--- src/rtl/updown_digit_counter.sv ---
// Multi-digit up/down counter with per-digit radix arithmetic, clamped load,
// wrap/saturate end-of-range policy and registered status flags.
module updown_digit_counter #(
  parameter int DIGITS = 2,
  parameter int RADIX  = 10
) (
  input  logic                  clk_i,
  input  logic                  rst_i,
  input  logic                  en_i,
  input  logic                  mode_i,
  input  logic                  sat_i,
  input  logic                  load_i,
  input  logic [4*DIGITS-1:0]   load_val_i,
  output logic [4*DIGITS-1:0]   count_o,
  output logic                  zero_o,
  output logic                  at_max_o,
  output logic                  wrap_o,
  output logic                  load_err_o
);

  localparam logic [3:0] MAXD = 4'(RADIX - 1);

  logic [4*DIGITS-1:0] count_q, count_d;
  logic                zero_q, zero_d;
  logic                at_max_q, at_max_d;
  logic                wrap_q, wrap_d;
  logic                load_err_q, load_err_d;

  // carry[i]/borrow[i]: all digits below i are at max / at zero
  logic [DIGITS:0]     carry, borrow;

  always_comb begin
    carry[0]  = 1'b1;
    borrow[0] = 1'b1;
    for (int i = 0; i < DIGITS; i++) begin
      carry[i+1]  = carry[i]  & (count_q[4*i +: 4] == MAXD);
      borrow[i+1] = borrow[i] & (count_q[4*i +: 4] == 4'd0);
    end
  end

  always_comb begin
    count_d    = count_q;
    wrap_d     = 1'b0;
    load_err_d = 1'b0;
    if (load_i) begin
      for (int i = 0; i < DIGITS; i++) begin
        if (load_val_i[4*i +: 4] > MAXD) begin
          count_d[4*i +: 4] = MAXD;
          load_err_d        = 1'b1;
        end else begin
          count_d[4*i +: 4] = load_val_i[4*i +: 4];
        end
      end
    end else if (en_i) begin
      if (mode_i) begin
        if (carry[DIGITS]) begin
          if (!sat_i) begin
            count_d = '0;
            wrap_d  = 1'b1;
          end
        end else begin
          for (int i = 0; i < DIGITS; i++) begin
            if (carry[i])
              count_d[4*i +: 4] = (count_q[4*i +: 4] == MAXD) ? 4'd0
                                                              : count_q[4*i +: 4] + 4'd1;
          end
        end
      end else begin
        if (borrow[DIGITS]) begin
          if (!sat_i) begin
            for (int i = 0; i < DIGITS; i++) count_d[4*i +: 4] = MAXD;
            wrap_d = 1'b1;
          end
        end else begin
          for (int i = 0; i < DIGITS; i++) begin
            if (borrow[i])
              count_d[4*i +: 4] = (count_q[4*i +: 4] == 4'd0) ? MAXD
                                                              : count_q[4*i +: 4] - 4'd1;
          end
        end
      end
    end
  end

  // Flags follow the next count so they line up with count_o on the same cycle
  always_comb begin
    zero_d   = (count_d == '0);
    at_max_d = 1'b1;
    for (int i = 0; i < DIGITS; i++)
      at_max_d = at_max_d & (count_d[4*i +: 4] == MAXD);
  end

  always_ff @(posedge clk_i) begin
    if (rst_i) begin
      count_q    <= '0;
      zero_q     <= 1'b1;
      at_max_q   <= 1'b0;
      wrap_q     <= 1'b0;
      load_err_q <= 1'b0;
    end else begin
      count_q    <= count_d;
      zero_q     <= zero_d;
      at_max_q   <= at_max_d;
      wrap_q     <= wrap_d;
      load_err_q <= load_err_d;
    end
  end

  assign count_o    = count_q;
  assign zero_o     = zero_q;
  assign at_max_o   = at_max_q;
  assign wrap_o     = wrap_q;
  assign load_err_o = load_err_q;

endmodule

--- config.mk ---
export PLATFORM = sky130hd
export DESIGN_NAME = updown_digit_counter
export DESIGN_NICKNAME = d
export VERILOG_FILES = /design/src/rtl/updown_digit_counter.sv
export SDC_FILE = /design/constraint.sdc
export NUM_CORES = 1
export LEC_CHECK = 0
export ABC_CLOCK_PERIOD_IN_PS = 2850
export CAP_MARGIN = 15
export CORE_MARGIN = 2
export CORE_UTILIZATION = 51
export CTS_BUF_LIST = sky130_fd_sc_hd__clkbuf_8
export CTS_CLUSTER_DIAMETER = 40
export DETAILED_ROUTE_END_ITERATION = 8
export PLACE_DENSITY = 0.81
export SYNTH_ARGS = -nofsm -noshare
export SYNTH_HDL_FRONTEND = slang
export SYNTH_SLANG_ARGS = --single-unit
--- constraint.sdc ---
create_clock -name clk_i -period 2.85 [get_ports clk_i]
set_input_delay 0.57 -clock clk_i [delete_from_list [all_inputs] [get_ports clk_i]]
set_output_delay 0.57 -clock clk_i [all_outputs]
set_load 0.1 [all_outputs]
# ---- Word level (Yosys, flattened, before mapping)
# Cells that the tools add are included.
dict set report classes {
  n_addsub 4
  magnitude_cmp 2
  n_eq_ne 4
  mux 21
  n_bitwise 5
  n_reduce_logical 5
}
# cell n
set op_table {}
lappend op_table {{8-bit two-way mux} 7}
lappend op_table {{4-bit two-way mux} 8}
lappend op_table {{4-bit == test (second input constant)} 4}
lappend op_table {{4-bit by 1-bit adder with 4-bit output (second input constant)} 2}
lappend op_table {{4-bit greater-than comparator (second input constant)} 2}
lappend op_table {{4-bit logical NOT} 2}
lappend op_table {{8-bit logical NOT} 1}
lappend op_table {{4-bit by 1-bit subtractor with 4-bit output (second input constant)} 2}
lappend op_table {{1-bit two-way mux} 6}
lappend op_table {{1-bit AND} 3}
lappend op_table {{3-bit OR reduction} 1}
lappend op_table {{1-bit NOT} 2}
lappend op_table {{2-bit OR reduction} 1}
dict set report word_totals {
  register_bits 12
  input_bits 14
  output_inout_bits 12
}

# ---- Longest topological paths before layout
dict set report depth {
  depth_word 9
  mapped_depth 9
  depth_no_buf 8
}

# ---- Worst setup path after synthesis
# No wires, ideal clock.
dict set report synth_path {
  kind {register -> register}
  startpoint {register count_q[1] (netlist: count_o[1])}
  endpoint {register at_max_q (netlist: at_max_o)}
  setup_time_ns 0.073
  arrival_time_ns 2.867
  required_ns 2.777
  setup_slack_ns -0.090
  stages_incl_launch_ff 9
  n_path_buf 0
  period_less_slack_ns 2.940
  path_cell_list {dfxtp_1 -> inv_1 -> ha_1 -> and4b_1 -> a21boi_0 -> o21ai_1 -> a32o_2 -> or4_4 -> nor3_2}
}
dict set report synth_via {
  elab_chain_cells 8
  elab_cells_between_ends 20
  cone_classes {add/sub (2); eq/ne (3); mux (11); bitwise (3); reduce/logical (1)}
}
# item line_no
set synth_lines {}
lappend synth_lines {{start: declaration} 23} ;# logic [4*DIGITS-1:0] count_q, count_d;
lappend synth_lines {{start signal: assignment} 101} ;# count_q <= count_d;
lappend synth_lines {{4-bit by 1-bit subtractor with 4-bit output, or another cell as far along} 78} ;# : count_q[4*i +: 4] - 4'd1;
lappend synth_lines {{4-bit two-way mux, or another cell as far along} 77} ;# count_d[4*i +: 4] = (count_q[4*i +: 4] == 4'd0) ? MAXD
lappend synth_lines {{8-bit two-way mux (on tied branches)} {69, 56}}
lappend synth_lines {{8-bit two-way mux} 55} ;# if (mode_i) begin
lappend synth_lines {{8-bit two-way mux (*)} 54} ;# end else if (en_i) begin
lappend synth_lines {{8-bit two-way mux (*)} 45} ;# if (load_i) begin
lappend synth_lines {{4-bit == test} 90} ;# at_max_d = at_max_d & (count_d[4*i +: 4] == MAXD);
lappend synth_lines {{1-bit AND (*)} 90}
lappend synth_lines {{end signal: assignment} 103} ;# at_max_q <= at_max_d;
lappend synth_lines {{end: declaration} 25} ;# logic at_max_q, at_max_d;
# Every way passes the cells marked *; elsewhere a longest branch is shown, timed or not.
# A chain may end at the register's enable or synchronous reset.

# ---- Worst setup path after layout
dict set report layout_path {
  startpoint {register count_q[0] (netlist: count_o[0])}
  endpoint {register at_max_q (netlist: at_max_o)}
}
# Same word-level chain as after synthesis.

==> flow_summary.html <==
<table>
<tr><th>Metric</th><th>Value</th></tr>
<tr><th colspan="2">Synth</th></tr>
<tr><td>Number of warnings reported in the yosys synthesis log</td><td>0</td></tr>
<tr><td>Number of unique standard cell types used by synthesis</td><td>57</td></tr>
<tr><td>Commonest cells post-synth</td><td>sky130_fd_sc_hd__nor2_1, sky130_fd_sc_hd__dfxtp_1, sky130_fd_sc_hd__o21ai_0</td></tr>
<tr><td>Top-count cell post-synth</td><td>sky130_fd_sc_hd__nor2_1</td></tr>
<tr><td>Number of enable flip-flop cells after synthesis</td><td>0</td></tr>
<tr><td>Biggest area contributors in the synthesized netlist</td><td>sky130_fd_sc_hd__dfxtp_1, sky130_fd_sc_hd__nor2_1, sky130_fd_sc_hd__o21ai_0</td></tr>
<tr><td>Yosys top cell by area</td><td>sky130_fd_sc_hd__dfxtp_1</td></tr>
<tr><td>Area of the mapped netlist</td><td>1110 um^2</td></tr>
<tr><td>Synthesized area per cell</td><td>7.85 um^2</td></tr>
<tr><td>Post-synth ARST share</td><td>0%</td></tr>
<tr><td>Register bit total from synthesis</td><td>12</td></tr>
<tr><td>Top flip-flop cell by instance count after synthesis</td><td>sky130_fd_sc_hd__dfxtp_1</td></tr>
<tr><td>Sequential share of the synthesized area</td><td>21.5%</td></tr>
<tr><td>Area share of the leading cell type in the synthesized netlist</td><td>21.5%</td></tr>
<tr><td>Number of nets in the synthesized netlist</td><td>159</td></tr>
<tr><td>Count of mapped cells out of synthesis</td><td>142</td></tr>
<tr><th colspan="2">Clocking</th></tr>
<tr><td>Total of cells resized after clock tree synthesis</td><td>0</td></tr>
<tr><td>Root cell of the clock tree</td><td>sky130_fd_sc_hd__clkbuf_8</td></tr>
<tr><td>CTS clk-pin slew, worst paths</td><td>50 ps</td></tr>
<tr><td>Post-CTS Hold Buffers</td><td>0</td></tr>
<tr><td>Post-CTS Setup Inserts</td><td>0</td></tr>
<tr><td>Inserted Clock Buffers</td><td>3</td></tr>
<tr><td>Max clock buf depth</td><td>2</td></tr>
<tr><td>Number of clock sinks</td><td>12</td></tr>
<tr><td>CTS tree</td><td>yes</td></tr>
<tr><td>Max H-tree Level</td><td>1</td></tr>
<tr><td>Worst skew pair latency</td><td>240 ps</td></tr>
<tr><th colspan="2">STA</th></tr>
<tr><td>Final-layout setup total negative slack</td><td>0 ps</td></tr>
<tr><td>Final Hold Violating Endpoints</td><td>0</td></tr>
<tr><td>Maximum achievable frequency</td><td>0.393 GHz</td></tr>
<tr><td>Final worst path period share</td><td>89.3%</td></tr>
<tr><td>Crit path setup slack, layout</td><td>304 ps</td></tr>
<tr><td>Slew at the pin closest to its max-slew limit</td><td>466 ps</td></tr>
<tr><td>Setup repair after global routing missed its margin</td><td>no</td></tr>
<tr><td>Worst slew margin</td><td>68.8%</td></tr>
<tr><td>Number of slew-limit violations in the final report</td><td>0</td></tr>
<tr><td>Shortest clock period the worst path allows after layout</td><td>2550 ps</td></tr>
<tr><td>Number of endpoints failing setup at the final stage</td><td>0</td></tr>
<tr><td>Maximum clock skew at final layout</td><td>0.337 ps</td></tr>
<tr><th colspan="2">Place</th></tr>
<tr><td>Count of input and output buffers</td><td>25</td></tr>
<tr><td>HPWL reported at the end of detailed placement</td><td>2420 um</td></tr>
<tr><td>Cells after DPL</td><td>192</td></tr>
<tr><td>Final estimated routing congestion in global placement</td><td>1.03</td></tr>
<tr><td>Setup slack after placement</td><td>163 ps</td></tr>
<tr><th colspan="2">Final layout</th></tr>
<tr><td>Proportion of layout cells with a drive suffix above 1</td><td>20.7%</td></tr>
<tr><td>N_diodes</td><td>0</td></tr>
<tr><td>Post-Layout Cell Count</td><td>196</td></tr>
<tr><td>Layout overhead on the synthesized area</td><td>29.0%</td></tr>
<tr><td>Core utilization of the finished layout</td><td>71.8%</td></tr>
<tr><td>Post-layout nets</td><td>187</td></tr>
<tr><td>Layout fillers</td><td>156</td></tr>
<tr><th colspan="2">Floorplanning</th></tr>
<tr><td>I/O pin total</td><td>26</td></tr>
<tr><td>Effective utilization at floorplan</td><td>55.7%</td></tr>
<tr><td>DIE HEIGHT</td><td>50.8 um</td></tr>
<tr><td>DIE WIDTH</td><td>50.8 um</td></tr>
<tr><td>Total number of placement rows</td><td>16</td></tr>
<tr><td>CORE AREA</td><td>2000 um^2</td></tr>
<tr><td>Die Outline Area</td><td>2580 um^2</td></tr>
<tr><th colspan="2">Hold path</th></tr>
<tr><td>Type of the worst min-delay path</td><td>reg -&gt; reg</td></tr>
<tr><td>Hold path cells</td><td>3</td></tr>
<tr><th colspan="2">Route</th></tr>
<tr><td>Average wire length per cell after detail routing</td><td>16.3 um</td></tr>
<tr><td>First drt pass iteration count</td><td>4</td></tr>
<tr><td>Routed via count divided by cell count</td><td>6.36</td></tr>
<tr><td>DR iter-0 viols</td><td>58</td></tr>
<tr><td>Total wire length</td><td>3190 um</td></tr>
<tr><td>Via count</td><td>1246</td></tr>
<tr><td>Number of nets with antenna violations after routing</td><td>0</td></tr>
<tr><td>Remaining routing DRC violations</td><td>0</td></tr>
<tr><th colspan="2">Status</th></tr>
<tr><td>Status</td><td>completed</td></tr>
<tr><th colspan="2">Setup path</th></tr>
<tr><td>Data arrival time of the critical path</td><td>2710 ps</td></tr>
<tr><td>Worst-path fanout max</td><td>9</td></tr>
<tr><td>CP cell instances</td><td>inv_1 -&gt; ha_1 -&gt; or4b_1 -&gt; nor2_1 -&gt; mux2_1 -&gt; o32ai_1 -&gt; nand4b_1 -&gt; nor3_2</td></tr>
<tr><td>Biggest cell delay along the critical path</td><td>510 ps</td></tr>
<tr><td>CP startpoint kind</td><td>flop</td></tr>
<tr><td>Nature of the critical path endpoint</td><td>flop</td></tr>
<tr><td>Critical path depth</td><td>8</td></tr>
<tr><td>Worst-case reg-to-reg path depth</td><td>8</td></tr>
<tr><td>Cell family with most CP delay</td><td>simple AND/OR/NAND/NOR gates</td></tr>
<tr><td>Combined buffer and inverter count along the critical path</td><td>1</td></tr>
<tr><td>Req. time, crit path</td><td>3010 ps</td></tr>
<tr><td>Worst Path Class, Setup</td><td>reg -&gt; reg</td></tr>
<tr><td>Critical path's slowest cell</td><td>sky130_fd_sc_hd__or4b_1</td></tr>
<tr><th colspan="2">Power</th></tr>
<tr><td>Post-layout power</td><td>664 uW</td></tr>
<tr><td>Power Density</td><td>462 nW/um^2</td></tr>
<tr><td>Part of the power in registers</td><td>29.9%</td></tr>
<tr><td>Switching power share of the total</td><td>39.4%</td></tr>
<tr><td>Psw</td><td>262 uW</td></tr>
<tr><td>Internal power component</td><td>402 uW</td></tr>
<tr><td>VDD IR-drop max</td><td>390 uV</td></tr>
<tr><td>Lkg Pwr</td><td>0.000606 uW</td></tr>
<tr><td>Combinational group share of total power</td><td>42.6%</td></tr>
<tr><td>Clock Power Share</td><td>27.5%</td></tr>
<tr><th colspan="2">Global route</th></tr>
<tr><td>First-pass GRT wire length</td><td>5170 um</td></tr>
<tr><td>Number of global-route vias before repair</td><td>1121</td></tr>
<tr><td>Maximum number of pins on one net before global-route repair</td><td>16</td></tr>
<tr><td>GR Overflow Total</td><td>0</td></tr>
<tr><td>Initial antenna violation count</td><td>0</td></tr>
<tr><td>Aggregate global-route resource usage</td><td>26.1%</td></tr>
<tr><th colspan="2">Job</th></tr>
<tr><td>Max Cap Violations</td><td>0</td></tr>
</table>
-- per-stage QoR --
step	hold WS, ps	cell area, um^2
6_report	849	1440
5_1_grt	905	1440
4_1_cts	841	1440
3_5_place_dp	809	1380
3_3_place_gp	804	1380
2_1_floorplan	743	1120
-- power groups by stage --
stage | Sequential, uW | Combinational, uW | Clock, uW
final | 199 | 282 | 183
after global routing | 201 | 299 | 194
after CTS | 198 | 278 | 184
after detailed placement | 202 | 276 | 0
after global placement | 201 | 271 | 0
after floorplan | 272 | 126 | 0
-- path summary, 6_finish.rpt --
check | start | end | slack [ps]
setup / recovery | count_o[0] | at_max_o | 300
hold / removal | count_o[7] | count_o[7] | 850
setup reg to reg | count_o[0] | at_max_o | 300
hold reg to reg | count_o[7] | count_o[7] | 850
-- metal layers --
metal  track usage (%)  vias up  share of wire (%)
li1                  -      592                  -
met1              34.1      575                 42
met2              42.1       71                 46
met3              5.36        8                9.8
met4              9.46        0                1.9
met5                 0        -                  0
-- layout by cell type, fill, tap and decap left out, types with 2 or more instances in the layout --
cell                              instances
sky130_fd_sc_hd__o21ai_0                  9
sky130_fd_sc_hd__nor2b_1                  5
sky130_fd_sc_hd__nor3_1                   2
sky130_fd_sc_hd__or4b_1                   3
sky130_fd_sc_hd__a221oi_1                 2
sky130_fd_sc_hd__o21bai_1                 2
sky130_fd_sc_hd__and4b_1                  2
sky130_fd_sc_hd__nor3b_1                  5
sky130_fd_sc_hd__nand3_1                  2
sky130_fd_sc_hd__nor2_1                  15
sky130_fd_sc_hd__ha_1                     3
sky130_fd_sc_hd__clkdlybuf4s50_1         13
sky130_fd_sc_hd__buf_4                   22
sky130_fd_sc_hd__clkbuf_8                 4
sky130_fd_sc_hd__and3_1                   3
sky130_fd_sc_hd__a21oi_1                  7
sky130_fd_sc_hd__a311oi_1                 2
sky130_fd_sc_hd__a31oi_1                  3
sky130_fd_sc_hd__nand2_1                  5
sky130_fd_sc_hd__and3b_1                  2
sky130_fd_sc_hd__nand3b_1                 3
sky130_fd_sc_hd__o31ai_1                  3
sky130_fd_sc_hd__dfxtp_1                 10
sky130_fd_sc_hd__nand2b_1                 3
sky130_fd_sc_hd__inv_1                    6
sky130_fd_sc_hd__dfxtp_2                  2
-- cell families after synthesis --
family                     count (synthesis)  synth area share, %
xor gates and xnor gates                   2                 1.57
adders and majority gates                  3                 3.37
buffers and inverters                     18                 7.74
AOI/OAI and AO/OA                         43                 27.3
and+or+nand+nor                           62                 36.6
muxes                                      2                 1.91
DFF                                       12                 21.5
-- registers in the layout, summed over array words and instances (netlist names) --
| name | count |
|---|---|
| at_max_o | 1 |
| count_o | 8 |
| load_err_o | 1 |
| wrap_o | 1 |
| zero_o | 1 |
-- final cells by class --
| type | instances | area, um^2 | share of cell area, % |
|---|---|---|---|
| repair buffers | 35 | 295 | 20.5 |
| clock buffers | 4 | 55.1 | 3.83 |
| inverters | 6 | 22.5 | 1.57 |
| multi-input cells | 112 | 788 | 54.8 |
| flip-flops and latches | 12 | 243 | 16.9 |
| well taps | 27 | 33.8 | 2.35 |
-- worst reg2reg max path: stages, from the launching register on --
cell	delay, ps
sky130_fd_sc_hd__dfxtp_2	370
sky130_fd_sc_hd__inv_1	120
sky130_fd_sc_hd__ha_1	170
sky130_fd_sc_hd__or4b_1	510
sky130_fd_sc_hd__nor2_1	150
sky130_fd_sc_hd__mux2_1	330
sky130_fd_sc_hd__o32ai_1	420
sky130_fd_sc_hd__nand4b_1	210
sky130_fd_sc_hd__nor3_2	180
Note: power is estimated with default switching activity, not from simulation.
